[config.mk]
export PLATFORM = sky130hd
export DESIGN_NAME = commit_trace_fifo_flat
export DESIGN_NICKNAME = d
export VERILOG_FILES = /design/src/rtl/riscv_pkg.sv /design/src/rtl/commit_trace_fifo_if.sv /design/src/rtl/commit_trace_fifo_sync_fifo.sv /design/src/rtl/commit_trace_fifo.sv /design/src/flat_wrapper.sv
export SDC_FILE = /design/constraint.sdc
export NUM_CORES = 2
export LEC_CHECK = 0
export ABC_AREA = 1
export CELL_PAD_IN_SITES_DETAIL_PLACEMENT = 1
export CELL_PAD_IN_SITES_GLOBAL_PLACEMENT = 1
export CORE_MARGIN = 2
export CORE_UTILIZATION = 50
export DETAILED_ROUTE_END_ITERATION = 10
export HOLD_SLACK_MARGIN = 0.08
export PLACE_DENSITY = 0.87
export SKIP_CTS_REPAIR_TIMING = 1
export SYNTH_ARGS = -nofsm -noshare
export SYNTH_HDL_FRONTEND = slang
export SYNTH_HIERARCHICAL = 1
export SYNTH_SLANG_ARGS = --single-unit
[constraint.sdc]
create_clock -name clk_i -period 12.7 [get_ports clk_i]
set_input_delay 3.81 -clock clk_i [delete_from_list [all_inputs] [get_ports clk_i]]
set_output_delay 3.81 -clock clk_i [all_outputs]
set_load 0.01 [all_outputs]
[src/rtl/riscv_pkg.sv]
// Shared core types for the retirement trace path.
// The TRACE_MEM_EN macro adds load/store address and data to every commit record.
package riscv_pkg;
    localparam int XLEN        = 32;
    localparam int TRACE_SEQ_W = 32;

    typedef struct packed {
        logic [TRACE_SEQ_W-1:0] seq;
        logic [XLEN-1:0]        pc;
        logic [XLEN-1:0]        instr;
        logic [4:0]             rd_addr;
        logic [XLEN-1:0]        rd_data;
`ifdef TRACE_MEM_EN
        logic [XLEN-1:0]        mem_addr;
        logic [XLEN-1:0]        mem_data;
`endif
    } commit_rec_t;
endpackage

[src/rtl/commit_trace_fifo_if.sv]
// Record stream from the trace FIFO to a sink. The master side is the FIFO,
// and the slave side is the sink.
interface commit_trace_fifo_if;
    import riscv_pkg::*;

    logic        rec_valid_o;
    logic        rec_ready_i;
    commit_rec_t rec_o;

    modport master (output rec_valid_o, output rec_o, input rec_ready_i);
    modport slave  (input rec_valid_o, input rec_o, output rec_ready_i);
endinterface

[src/rtl/commit_trace_fifo_sync_fifo.sv]
// Generic single-clock FIFO with occupancy count and a synchronous clear.
// A push into a full FIFO is accepted only when a pop happens in the same cycle.
module sync_fifo #(
    parameter  int WIDTH = 8,
    parameter  int DEPTH = 16,
    localparam int AW    = $clog2(DEPTH)
) (
    input  logic             clk,
    input  logic             rst,
    input  logic             clr,
    input  logic             push,
    input  logic             pop,
    input  logic [WIDTH-1:0] din,
    output logic [WIDTH-1:0] dout,
    output logic             full,
    output logic             empty,
    output logic [AW:0]      count
);
    logic [WIDTH-1:0] mem [DEPTH];
    logic [AW-1:0]    wr_ptr, rd_ptr;
    logic             do_push, do_pop;

    assign full    = (count == (AW+1)'(DEPTH));
    assign empty   = (count == '0);
    assign do_pop  = pop && !empty;
    assign do_push = push && (!full || do_pop);
    assign dout    = mem[rd_ptr];

    always_ff @(posedge clk) begin
        if (rst || clr) begin
            wr_ptr <= '0;
            rd_ptr <= '0;
            count  <= '0;
        end else begin
            if (do_push) wr_ptr <= wr_ptr + 1'b1;
            if (do_pop)  rd_ptr <= rd_ptr + 1'b1;
            case ({do_push, do_pop})
                2'b10:   count <= count + 1'b1;
                2'b01:   count <= count - 1'b1;
                default: count <= count;
            endcase
        end
    end

    // Storage is kept out of reset so it can map onto RAM.
    // When full, the write to the head slot lands after this cycle's read of that slot.
    always_ff @(posedge clk) begin
        if (do_push) mem[wr_ptr] <= din;
    end
endmodule

[src/rtl/commit_trace_fifo.sv]
// Captures core retirements into a sequenced trace FIFO. It never stalls the core.
// On overflow it drops records and counts them. Define TRACE_MEM_EN to also capture mem_addr/mem_data.
module commit_trace_fifo
    import riscv_pkg::*;
#(
    parameter int DEPTH = 16,
    parameter int SEQ_W = TRACE_SEQ_W
) (
    input  logic                     clk_i,
    input  logic                     rst_i,
    input  logic                     commit_valid_i,
    input  logic [XLEN-1:0]          pc_i,
    input  logic [XLEN-1:0]          instr_i,
    input  logic [4:0]               rd_addr_i,
    input  logic [XLEN-1:0]          rd_data_i,
    input  logic [XLEN-1:0]          mem_addr_i,
    input  logic [XLEN-1:0]          mem_data_i,
    input  logic                     flush_i,
    commit_trace_fifo_if.master      trace,
    output logic [$clog2(DEPTH):0]   count_o,
    output logic                     overflow_o,
    output logic [SEQ_W-1:0]         drop_cnt_o
);
    logic        push, pop, full, empty, drop;
    logic [SEQ_W-1:0] seq_q;
    commit_rec_t rec_in;

    // A flush cycle discards the incoming commit and ignores the sink.
    assign push = commit_valid_i && !flush_i;
    assign pop  = !empty && trace.rec_ready_i && !flush_i;
    assign drop = push && full && !pop;

    assign trace.rec_valid_o = !empty;

    always_comb begin
        rec_in         = '0;
        rec_in.seq     = TRACE_SEQ_W'(seq_q);
        rec_in.pc      = pc_i;
        rec_in.instr   = instr_i;
        rec_in.rd_addr = rd_addr_i;
        rec_in.rd_data = (rd_addr_i == 5'd0) ? '0 : rd_data_i;
`ifdef TRACE_MEM_EN
        rec_in.mem_addr = mem_addr_i;
        rec_in.mem_data = mem_data_i;
`endif
    end

`ifndef TRACE_MEM_EN
    logic unused_mem;
    assign unused_mem = ^{mem_addr_i, mem_data_i};
`endif

    sync_fifo #(
        .WIDTH ($bits(commit_rec_t)),
        .DEPTH (DEPTH)
    ) u_fifo (
        .clk   (clk_i),
        .rst   (rst_i),
        .clr   (flush_i),
        .push  (push),
        .pop   (pop),
        .din   (rec_in),
        .dout  (trace.rec_o),
        .full  (full),
        .empty (empty),
        .count (count_o)
    );

    // Every commit consumes a sequence number, so drops and flushes show up as gaps.
    always_ff @(posedge clk_i) begin
        if (rst_i) begin
            seq_q      <= '0;
            overflow_o <= 1'b0;
            drop_cnt_o <= '0;
        end else begin
            if (commit_valid_i) seq_q <= seq_q + 1'b1;
            if (flush_i) begin
                overflow_o <= 1'b0;
                drop_cnt_o <= '0;
            end else if (drop) begin
                overflow_o <= 1'b1;
                if (drop_cnt_o != '1) drop_cnt_o <= drop_cnt_o + 1'b1;
            end
        end
    end
endmodule
[src/flat_wrapper.sv]
// flat-port wrapper written by rule: the top's interface ports become plain ports
module commit_trace_fifo_flat import riscv_pkg::*;
#(
    parameter int DEPTH = 16,
    parameter int SEQ_W = TRACE_SEQ_W
)
  (clk_i, rst_i, commit_valid_i, pc_i, instr_i, rd_addr_i, rd_data_i, mem_addr_i, mem_data_i, flush_i, count_o, overflow_o, drop_cnt_o, trace_rec_valid_o, trace_rec_o, trace_rec_ready_i);
  commit_trace_fifo_if trace_i ();
  input  logic clk_i;
  input  logic rst_i;
  input  logic commit_valid_i;
  input  logic [XLEN-1:0] pc_i;
  input  logic [XLEN-1:0] instr_i;
  input  logic [4:0] rd_addr_i;
  input  logic [XLEN-1:0] rd_data_i;
  input  logic [XLEN-1:0] mem_addr_i;
  input  logic [XLEN-1:0] mem_data_i;
  input  logic flush_i;
  output logic [$clog2(DEPTH):0] count_o;
  output logic overflow_o;
  output logic [SEQ_W-1:0] drop_cnt_o;
  output wire logic [$bits(trace_i.rec_valid_o)-1:0] trace_rec_valid_o;
  output wire logic [$bits(trace_i.rec_o)-1:0] trace_rec_o;
  input wire logic [$bits(trace_i.rec_ready_i)-1:0] trace_rec_ready_i;
  assign trace_rec_valid_o = trace_i.rec_valid_o;
  assign trace_rec_o = trace_i.rec_o;
  assign trace_i.rec_ready_i = trace_rec_ready_i;
  commit_trace_fifo #(.DEPTH(DEPTH), .SEQ_W(SEQ_W)) u_core (.clk_i(clk_i), .rst_i(rst_i), .commit_valid_i(commit_valid_i), .pc_i(pc_i), .instr_i(instr_i), .rd_addr_i(rd_addr_i), .rd_data_i(rd_data_i), .mem_addr_i(mem_addr_i), .mem_data_i(mem_data_i), .flush_i(flush_i), .trace(trace_i), .count_o(count_o), .overflow_o(overflow_o), .drop_cnt_o(drop_cnt_o));
endmodule
After elaboration in Yosys (flattened, before gate mapping)
Memory sizes are Yosys's and may differ from the RTL's. A register that Yosys moved wholly into a read port is not among the register bits.
Cells that the tools add are included.
W data, S select, Z words.
{"block": "totals", "reg_bits": 78, "ramBits": 2128, "inputBits": 170, "out_inout_bits": 172, "elab_cells": 41, "mem_count": 1}
{"memory": "u_core.u_fifo.mem", "depth": 16, "word_bits": 133, "rd": 1, "rd_clocked_by_memory_dff": 1, "wr": 1, "line": "commit_trace_fifo_sync_fifo.sv:19", "text": "logic [WIDTH-1:0] mem [DEPTH];"}
{"block": "classes", "add_sub_neg": 6, "n_eq_ne": 4, "n_mux": 6, "reduce_logical": 18}
{"op": "$add A32 B1 Y32 const B", "count": 2}
{"op": "$mux W32", "count": 1}
{"op": "$ne A32 B32 Y1 const B", "count": 1}
{"op": "$logic_not A5 Y1", "count": 2}
{"op": "$pmux W5 S2", "count": 1}
{"op": "$add A4 B1 Y4 const B", "count": 2}
{"op": "$mux W4", "count": 2}
{"op": "$logic_and A1 B1 Y1", "count": 7}
{"op": "$add A5 B1 Y5 const B", "count": 1}
{"op": "$eq A5 B5 Y1 const B", "count": 1}
{"op": "$sub A5 B1 Y5 const B", "count": 1}
{"op": "$logic_not A1 Y1", "count": 4}
{"op": "$eq A2 B1 Y1 const B", "count": 1}
{"op": "$eq A2 B2 Y1 const B", "count": 1}
{"op": "$logic_or A1 B1 Y1", "count": 2}
{"op": "$mux W1", "count": 2}
{"op": "$reduce_and A2 Y1", "count": 1}
{"op": "$reduce_bool A2 Y1", "count": 1}
{"op": "$reduce_or A2 Y1", "count": 1}

Depth between registers and ports, before layout
{"block": "depth", "ltp_word": 9, "mapped_depth": 17, "mapped_depth_nobuf": 17}

Modules after synthesis
Netlist, hierarchy kept.
{"mod": "sync_fifo", "n_inst": 1, "cells_per_inst": 6248, "area_each_um2": 83700.3, "seq_area_each_um2": 64241.6}
{"mod": "commit_trace_fifo", "n_inst": 1, "cells_per_inst": 686, "area_each_um2": 4077.7, "seq_area_each_um2": 1301.2}

Worst setup path before layout
No wires, ideal clock.
{"block": "synth_path", "path_kind": "input to register", "startpoint": "input port commit_valid_i", "endpoint": "memory u_core/u_fifo/mem[11][0] (netlist bit) (enable)", "setup_ps": 627, "arrival_time_ps": 9950, "t_required_ps": 12073, "slack_ps": 2123, "stages": 6, "n_path_buf": 0, "path_cell_list": "inv_2 > nor2_1 > o21ai_2 > inv_1 > nand2_1 > nor2_1"}
{"block": "synth_between", "elab_chain_cells": 4}
{"element": "start: declaration", "line": "flat_wrapper.sv:11", "text": "input logic commit_valid_i;"}
{"element": "$logic_and A1 B1 Y1", "line": "commit_trace_fifo.sv:29", "text": "assign push = commit_valid_i && !flush_i;"}
{"element": "net u_core.push", "line": "commit_trace_fifo.sv:24", "text": "logic push, pop, full, empty, drop;"}
{"element": "$logic_and A1 B1 Y1", "line": "commit_trace_fifo_sync_fifo.sv:26", "text": "assign do_push = push && (!full || do_pop);"}
{"element": "$mux W1", "line": "commit_trace_fifo_sync_fifo.sv:48", "text": "if (do_push) mem[wr_ptr] <= din;"}
{"element": "$mux W1 (implied by the code)", "line": "commit_trace_fifo_sync_fifo.sv:48"}
{"element": "end: declaration", "line": "commit_trace_fifo_sync_fifo.sv:19"}
The timed path passes the listed nets, and every way through them passes these cells.

==> flow_summary.rst <==
.. list-table::
   :header-rows: 1

   * - Metric
     - Value
   * - Critical Path Source Type
     - register
   * - Clk pin slew, worst setup/hold paths
     - 60 ps
   * - Part of the Yosys area used for sequential elements
     - 0.7467
   * - Leakage power of the design
     - 0.03234 uW
   * - Number of buffers inserted during clock tree synthesis
     - 213
   * - RSZ-0062 raised after global routing
     - no
   * - Number of placed instances with taps included
     - 9,156
   * - Total detailed-routing wirelength
     - 285,800 um
   * - Vias in the first global route
     - 65,560
   * - Horizontal extent of the die
     - 423.0 um
   * - WP data required
     - 8890 ps
   * - Violation count after the first detailed-routing iteration
     - 7,784
   * - Power per cell area
     - 148.1 mW/mm^2
   * - Worst path cell trace
     - buf_12 -> buf_4 -> buf_4 -> o21ai_0 -> o221ai_1 -> nand3_1 -> nand2_1 -> clkdlybuf4s50_1
   * - Global-route wire length before repair
     - 420,400 um
   * - Routability Congestion
     - 0.7902
   * - Via count
     - 61,320
   * - CTS root buffer
     - sky130_fd_sc_hd__clkbuf_16
   * - Setup slack of the most critical reg-to-reg path
     - 8270 ps
   * - Worst r2r src
     - u_core/u_fifo/count[4]
   * - Count of cell types in the netlist
     - 38
   * - Most common cell type on the critical path
     - sky130_fd_sc_hd__buf_4
   * - Worst setup skew after layout
     - 44.90 ps
   * - Startpoint of the worst hold path
     - u_core/u_fifo/rd_ptr[2]
   * - GR Util All Layers
     - 0.3139
   * - Deepest clock path buffer count
     - 3
   * - WL per Instance
     - 29.91 um
   * - Floorplan Core Area
     - 0.1742 sq mm
   * - Average via count per standard cell
     - 6.417
   * - CTS tree
     - done
   * - Worst Setup Path Type
     - register to primary output
   * - Final global-route overflow total
     - 0
   * - Number of max-cap violations
     - 0
   * - Sum of routed wire segments on met1
     - 101,800 um
   * - ANT nets after route
     - 0
   * - Uppermost signal routing layer after detailed routing
     - met5
   * - Setup TNS
     - 0 ps
   * - Minimum clock period after layout
     - 10,100 ps
   * - Run status
     - finished, final reports clean
   * - Initial core utilization
     - 0.5039
   * - Final hold violations
     - 0
   * - #FFs+latches synth
     - 2,210
   * - I/O pin count
     - 342
   * - Clock sink total
     - 2,210
   * - Average cell area after synthesis
     - 12.66 sq um
   * - Hold WC Path Type
     - register to register
   * - Worst setup EP type
     - primary output
   * - Relative area change from synthesis to final layout
     - 13.02%
   * - Clock network latency to the later pin of the worst-skew pair
     - 890 ps
   * - Max FO, Critical Path
     - 221
   * - Finish-stage setup viols
     - 0
   * - Met3 wire length
     - 25,850 um
   * - Final-layout fill cell count
     - 16,960
   * - Detailed Routing Iterations Pass 1
     - 6
   * - Fraction of final layout cells sized beyond drive strength 1
     - 0.06070
   * - Worst-case vdd ir drop
     - 0.1236 mV
   * - Actual slew at the worst max-slew pin
     - 1424 ps
   * - Max frequency
     - 98.98 MHz
   * - Final Net Count
     - 7,227
   * - Synthesized instance count
     - 6,934
   * - Number of antenna violations at the first check in global routing
     - 14
   * - Final clock period utilization by the worst path
     - 0.7955
   * - Chip Height
     - 423.0 um
   * - Warnings, synthesis
     - 6
   * - Biggest cell delay along the critical path
     - 980 ps
   * - Post-route DRC
     - 0
   * - Slowest-stage cell, CP
     - sky130_fd_sc_hd__buf_4
   * - Nets in the synthesized netlist
     - 7,115
   * - Cell row count
     - 153
   * - H-tree depth
     - 4
   * - Data arrival time at the worst-slack endpoint
     - 6290 ps
   * - Placed wire-length estimate
     - 139,300 um
   * - Cell Area, Synth
     - 0.08778 sq mm
   * - Layout Cells excl Fill
     - 9,556
   * - Port-buffer cells
     - 277
   * - Met2 routed WL
     - 142,300 um
   * - Tightest slew margin relative to the limit
     - 0.05093
   * - Final count of pins violating max slew
     - 0
   * - Pin count of the biggest net entering global routing
     - 223
   * - DIE AREA
     - 0.1789 sq mm
[metal layers]
layer,track usage,vias up
met5,0,-
met4,0.1638,2
met3,0.05327,915
met2,0.5338,3983
met1,0.3856,30920
li1,-,25500
[cell families (layout without fill, tap and decap cells)]
family | count (synthesis) | after routing | synth area share
AND/OR/NAND/NOR | 2414 | 2414 | 0.1087
flip-flops | 2210 | 2210 | 0.7467
AO/OA/AOI/OAI | 1685 | 1685 | 0.1112
buffers and inverters | 595 | 877 | 0.02983
XOR/XNOR | 19 | 19 | 0.001896
adder cells (fa/ha/maj) | 11 | 11 | 0.001653
other | 0 | 15 | 0
[final cells by class]
type                       count  area, sq um  area share
clock inverter               116         1044     0.01052
sequential                  2210        65560      0.6608
inverter                     138        548.0    0.005524
antenna                       15        37.54   0.0003784
clock buffer                 269         5792     0.05838
tap                         2325         2909     0.02932
multi-input combinational   4129        19740      0.1990
timing repair buffer         354         3576     0.03605
[sequential cells by signal, summed over array words and instances, names as in the netlist, named ones only]
register,count
u_core/drop_cnt_o,32
u_core/overflow_o,1
u_core/seq_q,32
u_core/u_fifo/count,5
u_core/u_fifo/mem,2128
u_core/u_fifo/rd_ptr,4
u_core/u_fifo/wr_ptr,4
[worst paths after layout]
kind | end | depth (start not counted)
worst max-delay path | trace_rec_o[121] | 8
worst min-delay path | register | 2
worst max register to register | u_core/u_fifo/mem[9][13] | 12
worst min register to register | register | 2
[layout by cell type (no fill, tap or decap), types with 59 or more instances in the layout]
master	Yosys	final
sky130_fd_sc_hd__o21ai_0	926	926
sky130_fd_sc_hd__nand3_1	248	248
sky130_fd_sc_hd__o211ai_1	257	257
sky130_fd_sc_hd__o21ai_1	185	185
sky130_fd_sc_hd__nor2_1	1489	1473
sky130_fd_sc_hd__o221ai_1	125	125
sky130_fd_sc_hd__buf_4	19	59
sky130_fd_sc_hd__dfxtp_1	82	78
sky130_fd_sc_hd__inv_1	134	133
sky130_fd_sc_hd__clkbuf_16	0	222
sky130_fd_sc_hd__o22ai_1	137	137
sky130_fd_sc_hd__clkdlybuf4s50_1	0	277
sky130_fd_sc_hd__edfxtp_1	2128	2128
sky130_fd_sc_hd__nand2_1	626	625
[through the flow]
| step | setup slack [ps] | total power [uW] | hold slack [ps] | area, sq um | utilization |
|---|---|---|---|---|---|
| after floorplan | 2123 | 8285 | 446.8 | 87780 | - |
| after global placement | 4001 | 8456 | 452.8 | 92330 | 0.5300 |
| after detailed placement | 3742 | 8483 | 483.8 | 92330 | 0.5300 |
| after CTS | 2714 | 14720 | 493.0 | 99170 | 0.5692 |
| after global routing | 2397 | 14990 | 523.0 | 99200 | 0.5694 |
| final | 2597 | 14700 | 490.3 | 99200 | 0.5695 |
[worst max-delay path: cells and delay by family, from the launching register on]
family                 cells  cell delay [ps]
DFF                        1              840
AOI/OAI and AO/OA          2              520
and+or+nand+nor            2              450
buffers and inverters      4             3070
[cells in the mapped netlist (all sizes together)]
cell / instances / area (sq um)
a21oi: 48 / 270.3
a31oi: 2 / 12.51
and2: 4 / 25.02
and3: 1 / 6.260
buf: 214 / 1189
clkbuf: 243 / 912.1
dfxtp: 82 / 1642
edfxtp: 2128 / 63900
fa: 1 / 20.02
ha: 10 / 125.1
inv: 138 / 518.0
nand2: 637 / 2424
nand3: 249 / 1251
nand3b: 4 / 30.03
nand4: 14 / 87.58
nor2: 1496 / 5662
nor3: 9 / 56.31
o211ai: 257 / 1929
o21a: 4 / 30.03
o21ai: 1112 / 5569
o221ai: 125 / 1095
o22ai: 137 / 857.1
xnor2: 5 / 43.79
xor2: 14 / 122.6
[power breakdown]
part | switching [uW] | leakage, uW | internal [uW]
logic | 233 | 0.00918 | 104
registers | 14.0 | 0.0198 | 7990
clock network | 2810 | 0.00336 | 3540
(Power assumes the default switching activity.)
